File: config.mk
export PLATFORM = sky130hd
export DESIGN_NAME = sequence_driver
export DESIGN_NICKNAME = d
export VERILOG_FILES = /design/src/rtl/sequence_driver.sv
export SDC_FILE = /design/constraint.sdc
export NUM_CORES = 2
export LEC_CHECK = 0
export ABC_AREA = 1
export BUFFER_PORTS_ARGS = -buffer_cell sky130_fd_sc_hd__buf_2
export CAP_MARGIN = 20
export CORE_ASPECT_RATIO = 1.75
export CORE_UTILIZATION = 25
export DETAILED_ROUTE_END_ITERATION = 8
export MAX_ROUTING_LAYER = met4
export PLACE_DENSITY = 0.51
export SYNTH_ARGS = -nofsm -noshare
export SYNTH_HDL_FRONTEND = slang
export SYNTH_SLANG_ARGS = --single-unit
File: constraint.sdc
create_clock -name clk_i -period 4.2 [get_ports clk_i]
set_input_delay 0.42 -clock clk_i [delete_from_list [all_inputs] [get_ports clk_i]]
set_output_delay 0.42 -clock clk_i [all_outputs]
set_load 0.01 [all_outputs]
File: src/rtl/sequence_driver.sv
// Captures a full matrix on a valid pulse and streams it word-by-word over valid/ready.
// Optional SEQ_DRIVER_THROTTLE_EN inserts one idle cycle after every accepted non-last beat.
module sequence_driver #(
    parameter int MATRIX_SIZE = 64,
    parameter int DROP_CNT_W  = 8
) (
    input  logic                  clk_i,
    input  logic                  rst_i,
    input  logic [15:0]           sequence_i [MATRIX_SIZE],
    input  logic                  sequence_valid_i,
    output logic                  sequence_send_o,
    output logic [15:0]           data_o,
    output logic                  data_valid_o,
    input  logic                  data_ready_i,
    output logic                  data_last_o,
    output logic                  mat_sel_o,
    output logic                  busy_o,
    output logic [DROP_CNT_W-1:0] drop_cnt_o
);

    localparam int IDX_W = (MATRIX_SIZE > 1) ? $clog2(MATRIX_SIZE) : 1;
    localparam logic [IDX_W-1:0] LAST_IDX = IDX_W'(MATRIX_SIZE - 1);

    typedef enum logic [1:0] {IDLE, LOAD, STREAM, DONE} state_e;

    state_e                  state_q, state_d;
    logic [IDX_W-1:0]        idx_q, idx_d;
    logic [15:0]             buf_q [MATRIX_SIZE];
    logic [15:0]             data_q, data_d;
    logic                    valid_q, valid_d;
    logic                    last_q, last_d;
    logic                    send_q, send_d;
    logic                    mat_sel_q, mat_sel_d;
    logic                    busy_q, busy_d;
    logic [DROP_CNT_W-1:0]   drop_q, drop_d;
    logic                    load_en;
    logic                    accept;
`ifdef SEQ_DRIVER_THROTTLE_EN
    logic                    gap_q, gap_d;
`endif

    assign accept = valid_q & data_ready_i;

    // NOTE: every signal gets its default before the case so no path leaves it unassigned (no latches).
    always_comb begin
        state_d   = state_q;
        idx_d     = idx_q;
        data_d    = data_q;
        valid_d   = valid_q;
        last_d    = last_q;
        send_d    = 1'b0;
        mat_sel_d = mat_sel_q;
        drop_d    = drop_q;
        load_en   = 1'b0;
`ifdef SEQ_DRIVER_THROTTLE_EN
        gap_d     = gap_q;
`endif

        // A request outside IDLE is ignored but counted, saturating at all-ones.
        if (sequence_valid_i && state_q != IDLE && drop_q != {DROP_CNT_W{1'b1}})
            drop_d = drop_q + 1'b1;

        unique case (state_q)
            IDLE: begin
                if (sequence_valid_i) begin
                    load_en = 1'b1;
                    idx_d   = '0;
                    state_d = LOAD;
                end
            end
            LOAD: begin
                data_d  = buf_q[0];
                valid_d = 1'b1;
                last_d  = (MATRIX_SIZE == 1);
                state_d = STREAM;
            end
            STREAM: begin
`ifdef SEQ_DRIVER_THROTTLE_EN
                if (gap_q) begin
                    valid_d = 1'b1;
                    last_d  = (idx_q == LAST_IDX);
                    gap_d   = 1'b0;
                end else
`endif
                if (accept) begin
                    if (last_q) begin
                        valid_d = 1'b0;
                        last_d  = 1'b0;
                        send_d  = 1'b1;
                        state_d = DONE;
                    end else begin
                        idx_d  = idx_q + 1'b1;
                        data_d = buf_q[idx_d];
`ifdef SEQ_DRIVER_THROTTLE_EN
                        valid_d = 1'b0;
                        last_d  = 1'b0;
                        gap_d   = 1'b1;
`else
                        last_d = (idx_d == LAST_IDX);
`endif
                    end
                end
            end
            DONE: begin
                mat_sel_d = ~mat_sel_q;
                state_d   = IDLE;
            end
            default: state_d = IDLE;
        endcase

        busy_d = (state_d != IDLE);
    end

    // NOTE: the matrix buffer is cleared on reset too, so an aborted transfer leaves no stale words.
    always_ff @(posedge clk_i) begin
        if (rst_i) begin
            state_q   <= IDLE;
            idx_q     <= '0;
            data_q    <= '0;
            valid_q   <= 1'b0;
            last_q    <= 1'b0;
            send_q    <= 1'b0;
            mat_sel_q <= 1'b0;
            busy_q    <= 1'b0;
            drop_q    <= '0;
            for (int i = 0; i < MATRIX_SIZE; i++) buf_q[i] <= '0;
`ifdef SEQ_DRIVER_THROTTLE_EN
            gap_q     <= 1'b0;
`endif
        end else begin
            state_q   <= state_d;
            idx_q     <= idx_d;
            data_q    <= data_d;
            valid_q   <= valid_d;
            last_q    <= last_d;
            send_q    <= send_d;
            mat_sel_q <= mat_sel_d;
            busy_q    <= busy_d;
            drop_q    <= drop_d;
            if (load_en) buf_q <= sequence_i;
`ifdef SEQ_DRIVER_THROTTLE_EN
            gap_q     <= gap_d;
`endif
        end
    end

    assign sequence_send_o = send_q;
    assign data_o          = data_q;
    assign data_valid_o    = valid_q;
    assign data_last_o     = last_q;
    assign mat_sel_o       = mat_sel_q;
    assign busy_o          = busy_q;
    assign drop_cnt_o      = drop_q;

endmodule

* Word level (Yosys, flattened, before mapping)
Cells that the tools add are included.
** Word-level totals
- Logic and storage cells :: 125
- Memories :: 0
- Bits in registers :: 1061
- Input port bits :: 1028
- Bits in latches :: 0
- Output and inout port bits :: 29
- ROM bits :: 0
- RAM bits :: 0
** Cells by class
- Div/mod/pow operators :: 0
- Bitwise logic cells :: 5
- Shifts and indexed selects :: 0
- Equal/unequal tests :: 9
- Multiplexer cells :: 23
- Reductions and logical operators :: 12
- Multiply operators :: 0
- Magnitude comparators :: 1
- $add $sub $neg :: 2
** Operator list (number)
- $bmux 16 s6 :: 1
- $mux 16 :: 4
- $pmux 16 s2 :: 1
- $mux 6 :: 3
- $pmux 6 s2 :: 1
- $add 8x1->8 const B :: 1
- $ne 2x2->1 const B :: 4
- $ne 8x8->1 const B :: 1
- $pmux 2 s4 :: 1
- $reduce_bool 2->1 :: 4
- $ge 7x7->1 const B :: 1
- $mux 1 :: 7
- $not 6->7 :: 1
- $add 6x1->6 const B :: 1
- $eq 6x6->1 const B :: 1
- $mux 2 :: 3
- $reduce_and 3->1 :: 2
- $eq 2x2->1 const B :: 2
- $pmux 1 s2 :: 2
- $reduce_and 4->1 :: 1
- $not 1->1 :: 3
- $reduce_or 3->1 :: 1
- $eq 2x1->1 const B :: 1
- $logic_and 1x1->1 :: 2
- 3 further kinds :: 3

* Depth between registers and ports, before layout
- Depth in word-level cells :: 8
- Depth in mapped cells :: 18
- Gate-level depth less buffers :: 13

* Worst setup path before layout
Ideal clock, no wire load.
- Kind :: flip-flop to flip-flop
- Start point :: reg idx_q[0]
- End point :: reg data_q[5] (netlist: data_o[5])
- Library setup time :: 132 ps
- Period minus slack after synthesis :: 2368 ps
- Arrival time :: 2236 ps
- Setup slack :: 1832 ps
- Data required time :: 4068 ps
- Buffers on the path :: 6
- Stages on the path, launching flop included :: 18
- Path through :: dfxtp_1 buf_4 inv_2 buf_2 buf_2 ha_1 buf_2 buf_2 clkbuf_1 nand3_1 nand3_1 nand3_1 nand2_1 nand2_1 nand3_1 nand3_1 nand2_1 a21oi_1
** On the way
- Cells in the longest elaborated chain, start to end :: 8
** Ends and longest elaborated chain
- from (decl) :: RTL line 27 : logic [IDX_W-1:0] idx_q, idx_d;
- from (signal assigned) :: RTL line 132 : idx_q <= idx_d;
- $add 6x1->6 :: RTL line 92 : idx_d = idx_q + 1'b1;
- $not 6->7 (not written as such) :: RTL line 93 : data_d = buf_q[idx_d];
- $bmux 16 s6 :: RTL line 93
- $mux 16 (not written as such) (2 in series) :: RTL line 93
- $mux 16 :: RTL line 86 : if (last_q) begin
- $mux 16 :: RTL line 85 : if (accept) begin
- $pmux 16 s2 :: RTL line 63 : unique case (state_q)
- to (signal assigned) :: RTL line 133 : data_q <= data_d;
- to (decl) :: RTL line 29 : logic [15:0] data_q, data_d;
Every way passes these cells. The select of a mux whose other input is x is not followed.
A chain may end at the register's enable or synchronous reset.

* Final worst setup path
- Start point :: reg idx_q[0]
- End point :: reg data_q[11] (netlist: data_o[11])
The elaborated chain is that of the path after synthesis.

==> results.py <==
metrics = {
    "route": {
        "route.met3.wl_mm": 16.07,
        "wl_per_cell_um": 21.83,
        "initialDrtViolationCount": 3936,
        "wl_met2_mm": 114.2,
        "wl_met1_mm": 95.14,
        "viasPerCell": 4.805,
        "antenna_left": 0,
        "routed_wl_mm": 240.8,
        "top_layer_used": "met4",
        "vias": 53008,
        "dr.pass1.iters": 9,
        "drc_errors": 181,
    },
    "die": {
        "initial_core_util": 0.2522,
        "core_mm2": 0.1854,
        "dieHeight_um": 574.1,
        "die_x_um": 328.9,
        "io_pins": 1057,
        "die_area_mm2": 0.1888,
        "rows": 209,
    },
    "power_and_ir_drop": {
        "seq_power_share": 0.418,
        "cellPowerDensity_mw_per_mm2": 428.3,
        "p_leak_nw": 28.07,
        "ir_drop_mv": 0.3126,
        "switching_share": 0.3206,
        "pwr-share-comb": 0.225,
        "p_clk_frac": 0.357,
        "intPower_mw": 19.52,
        "p_switching_mw": 9.210,
    },
    "global_routing": {
        "grt_overflow": 0,
        "track_usage": 0.2525,
        "grt_max_degree": 249,
        "grt_antenna_before_repair": 74,
        "grt_pass1_wl_mm": 343.3,
        "first_global_vias": 52189,
    },
    "cts": {
        "clk_latency_ns": 0.74,
        "cts.root.buffer_cell": "clkbuf_16",
        "cts_tree": "done",
        "path_clk_slew_ns": 0.07,
        "htreeDepth": 3,
        "clk_path_buf_depth": 3,
        "cts_sinks": 1061,
        "cts_made_buffers": 106,
    },
    "logic_synthesis": {
        "synthTopCellsByCount": "nor2_1, dfxtp_1, o21ai_0, nand2_1, nand3_1",
        "ys_seq_area_frac": 0.4542,
        "synth.ff_latch_count": 1061,
        "synth_largest_area_cell": "dfxtp_1",
        "synthFlopType": "dfxtp_1",
        "synth_cell_type_count": 27,
        "yosysMostFrequentCell": "nor2_1",
        "synth_area_mm2": 0.04676,
        "yosys.area.top_type_share": 0.4542,
        "synth_warnings": 0,
        "synthCells": 6834,
        "ys_top_cells_by_area": "dfxtp_1, o21ai_0, nor2_1",
        "synth-edff-count": 0,
        "syn-num-nets": 7870,
        "async_flop_share": 0,
        "avgSynthCellArea_um2": 6.842,
    },
    "critical_path": {
        "cp.arrival_ns": 4.08,
        "r2r-start": "idx_q[0]",
        "end_kind": "flip-flop",
        "critical_path_class": "reg2reg",
        "cp.required_ns": 4.85,
        "start_kind": "flip-flop",
        "crit_start": "idx_q[0]",
        "cp_max_fo": 74,
    },
    "sta": {
        "max_slew_margin": 0.1561,
        "fin_crit_sh": 0.8153,
        "timing.setup.tns_ns": 0,
        "final_max_slew_viol_count": 0,
        "hold-worst-slack_ns": 0.04478,
        "max_freq_ghz": 0.2920,
        "hold_viol": 0,
        "rsz0062_at_grt": "no",
        "setup_viol": 0,
        "period_minus_slack_ns": 3.424,
        "clock_skew_ns": 0.03154,
        "worstMarginPinSlew_ns": 1.266,
    },
    "finish": {
        "syn2layout_area_growth_pct": 43.44,
        "drive_gt1_frac": 0.1553,
        "nets": 9485,
    },
    "status": {
        "violations": "design-rule violations",
        "outcome": "finished, violations left",
    },
    "run": {
        "drv_cap": 0,
    },
    "placement": {
        "dp_hpwl_mm": 169.8,
        "place_congestion": 0.9404,
        "portBuffers": 1056,
    },
    "min_path": {
        "hold_start": "sequence_i[617]",
        "min_path_type": "in2reg",
    },
}
## through the flow
step / utilization / std cells / worst slack [ns] / power (mW) / cell area, um2
2_1_floorplan: - / 6834 / 1.832 / 15.58 / 46760
4_1_cts: 0.3608 / 10962 / 0.8056 / 28.97 / 66900
5_1_grt: 0.3615 / 11012 / 0.6912 / 30.12 / 67020
3_3_place_gp: 0.2900 / 9822 / 0.8593 / 17.90 / 53770
3_5_place_dp: 0.2900 / 9822 / 0.8132 / 17.96 / 53770
6_report: 0.3618 / 11032 / 0.7758 / 28.73 / 67070
## path summary, 6_finish.rpt
kind / endpoint / slack [ns] / depth (start not counted)
worst max-delay path: data_o[11] / 0.78 / 12
worst min-delay path: buf_q[617] / 0.04 / 3
worst max register to register: data_o[11] / 0.78 / 12
worst min register to register: buf_q[56] / 0.45 / 2
## worst max-delay path: stages (launching register included)
cell and delay (ns):
dfxtp_4 0.41, inv_8 0.29, ha_4 0.35, inv_8 0.50, buf_4 0.37, nand3_1 0.10
nand3_1 0.09, nand3_1 0.15, nand3_1 0.15, nand3_1 0.36, nand3_1 0.18, nand2_1 0.06
a21oi_1 0.13
## cells by family after synthesis
| group | Yosys count | share of synthesized area |
|---|---|---|
| AND/OR/NAND/NOR | 3069 | 0.2692 |
| adder cells (fa/ha/maj) | 8 | 0.002141 |
| buffers and inverters | 1035 | 0.08876 |
| flip-flops | 1061 | 0.4542 |
| XOR/XNOR | 6 | 0.001606 |
| AO/OA/AOI/OAI | 1655 | 0.1840 |
## area by class of cell
class                   count  area, um2
clock buffers             149       3044
inverters                 462       1767
repair buffers           2080      15740
flip-flops and latches   1061      21240
clock inverters            46      621.8
diodes                     70      175.2
fillers                 19462     118300
multi-input cells        4738      21450
well taps                2426       3035
## placed cells by master (no fill, tap or decap), types with 16 or more instances in the layout
cell type      netlist  layout
dfxtp_1           1061    1060
buf_4               19      47
dlygate4sd3_1        0     945
clkbuf_8             0      23
buf_12               0      32
clkbuf_1           393      20
nand2_1           1005    1003
o21ai_0           1040    1040
diode_2              0      70
inv_1              458     455
nor2_1            1215    1215
clkinv_2             0      16
nand3_1            842     842
clkbuf_16            0     106
a21oi_1            486     486
buf_2              149    1056
o211ai_1           125     125
## layer usage
metal | vias to the layer above | GRT usage
li1 | 25641 | -
met1 | 24859 | 0.2850
met2 | 1991 | 0.4176
met3 | 517 | 0.04172
met4 | 0 | 0.1472
met5 | - | -
## registers in the layout (all words and copies together) (netlist names)
register,count
buf_q,1024
data_o,16
drop_cnt_o,8
idx_q,6
state_q,2
busy_o,1
data_last_o,1
data_valid_o,1
mat_sel_o,1
sequence_send_o,1
## repair_timing
item,CTS,global route
gates resized for setup,0,0
setup endpoints to repair,0,0
hold endpoints to repair,945,0
setup buffers,0,0
hold buffers,945,0
## power groups by stage
stage / Combinational, mW / Clock (mW) / Sequential [mW]
after global routing: 7.17 / 10.8 / 12.1
after CTS: 6.49 / 10.5 / 12.0
after global placement: 5.69 / 0 / 12.2
after detailed placement: 5.72 / 0 / 12.2
final: 6.47 / 10.2 / 12.0
after floorplan: 3.58 / 0 / 12.0
(Power assumes the default switching activity.)
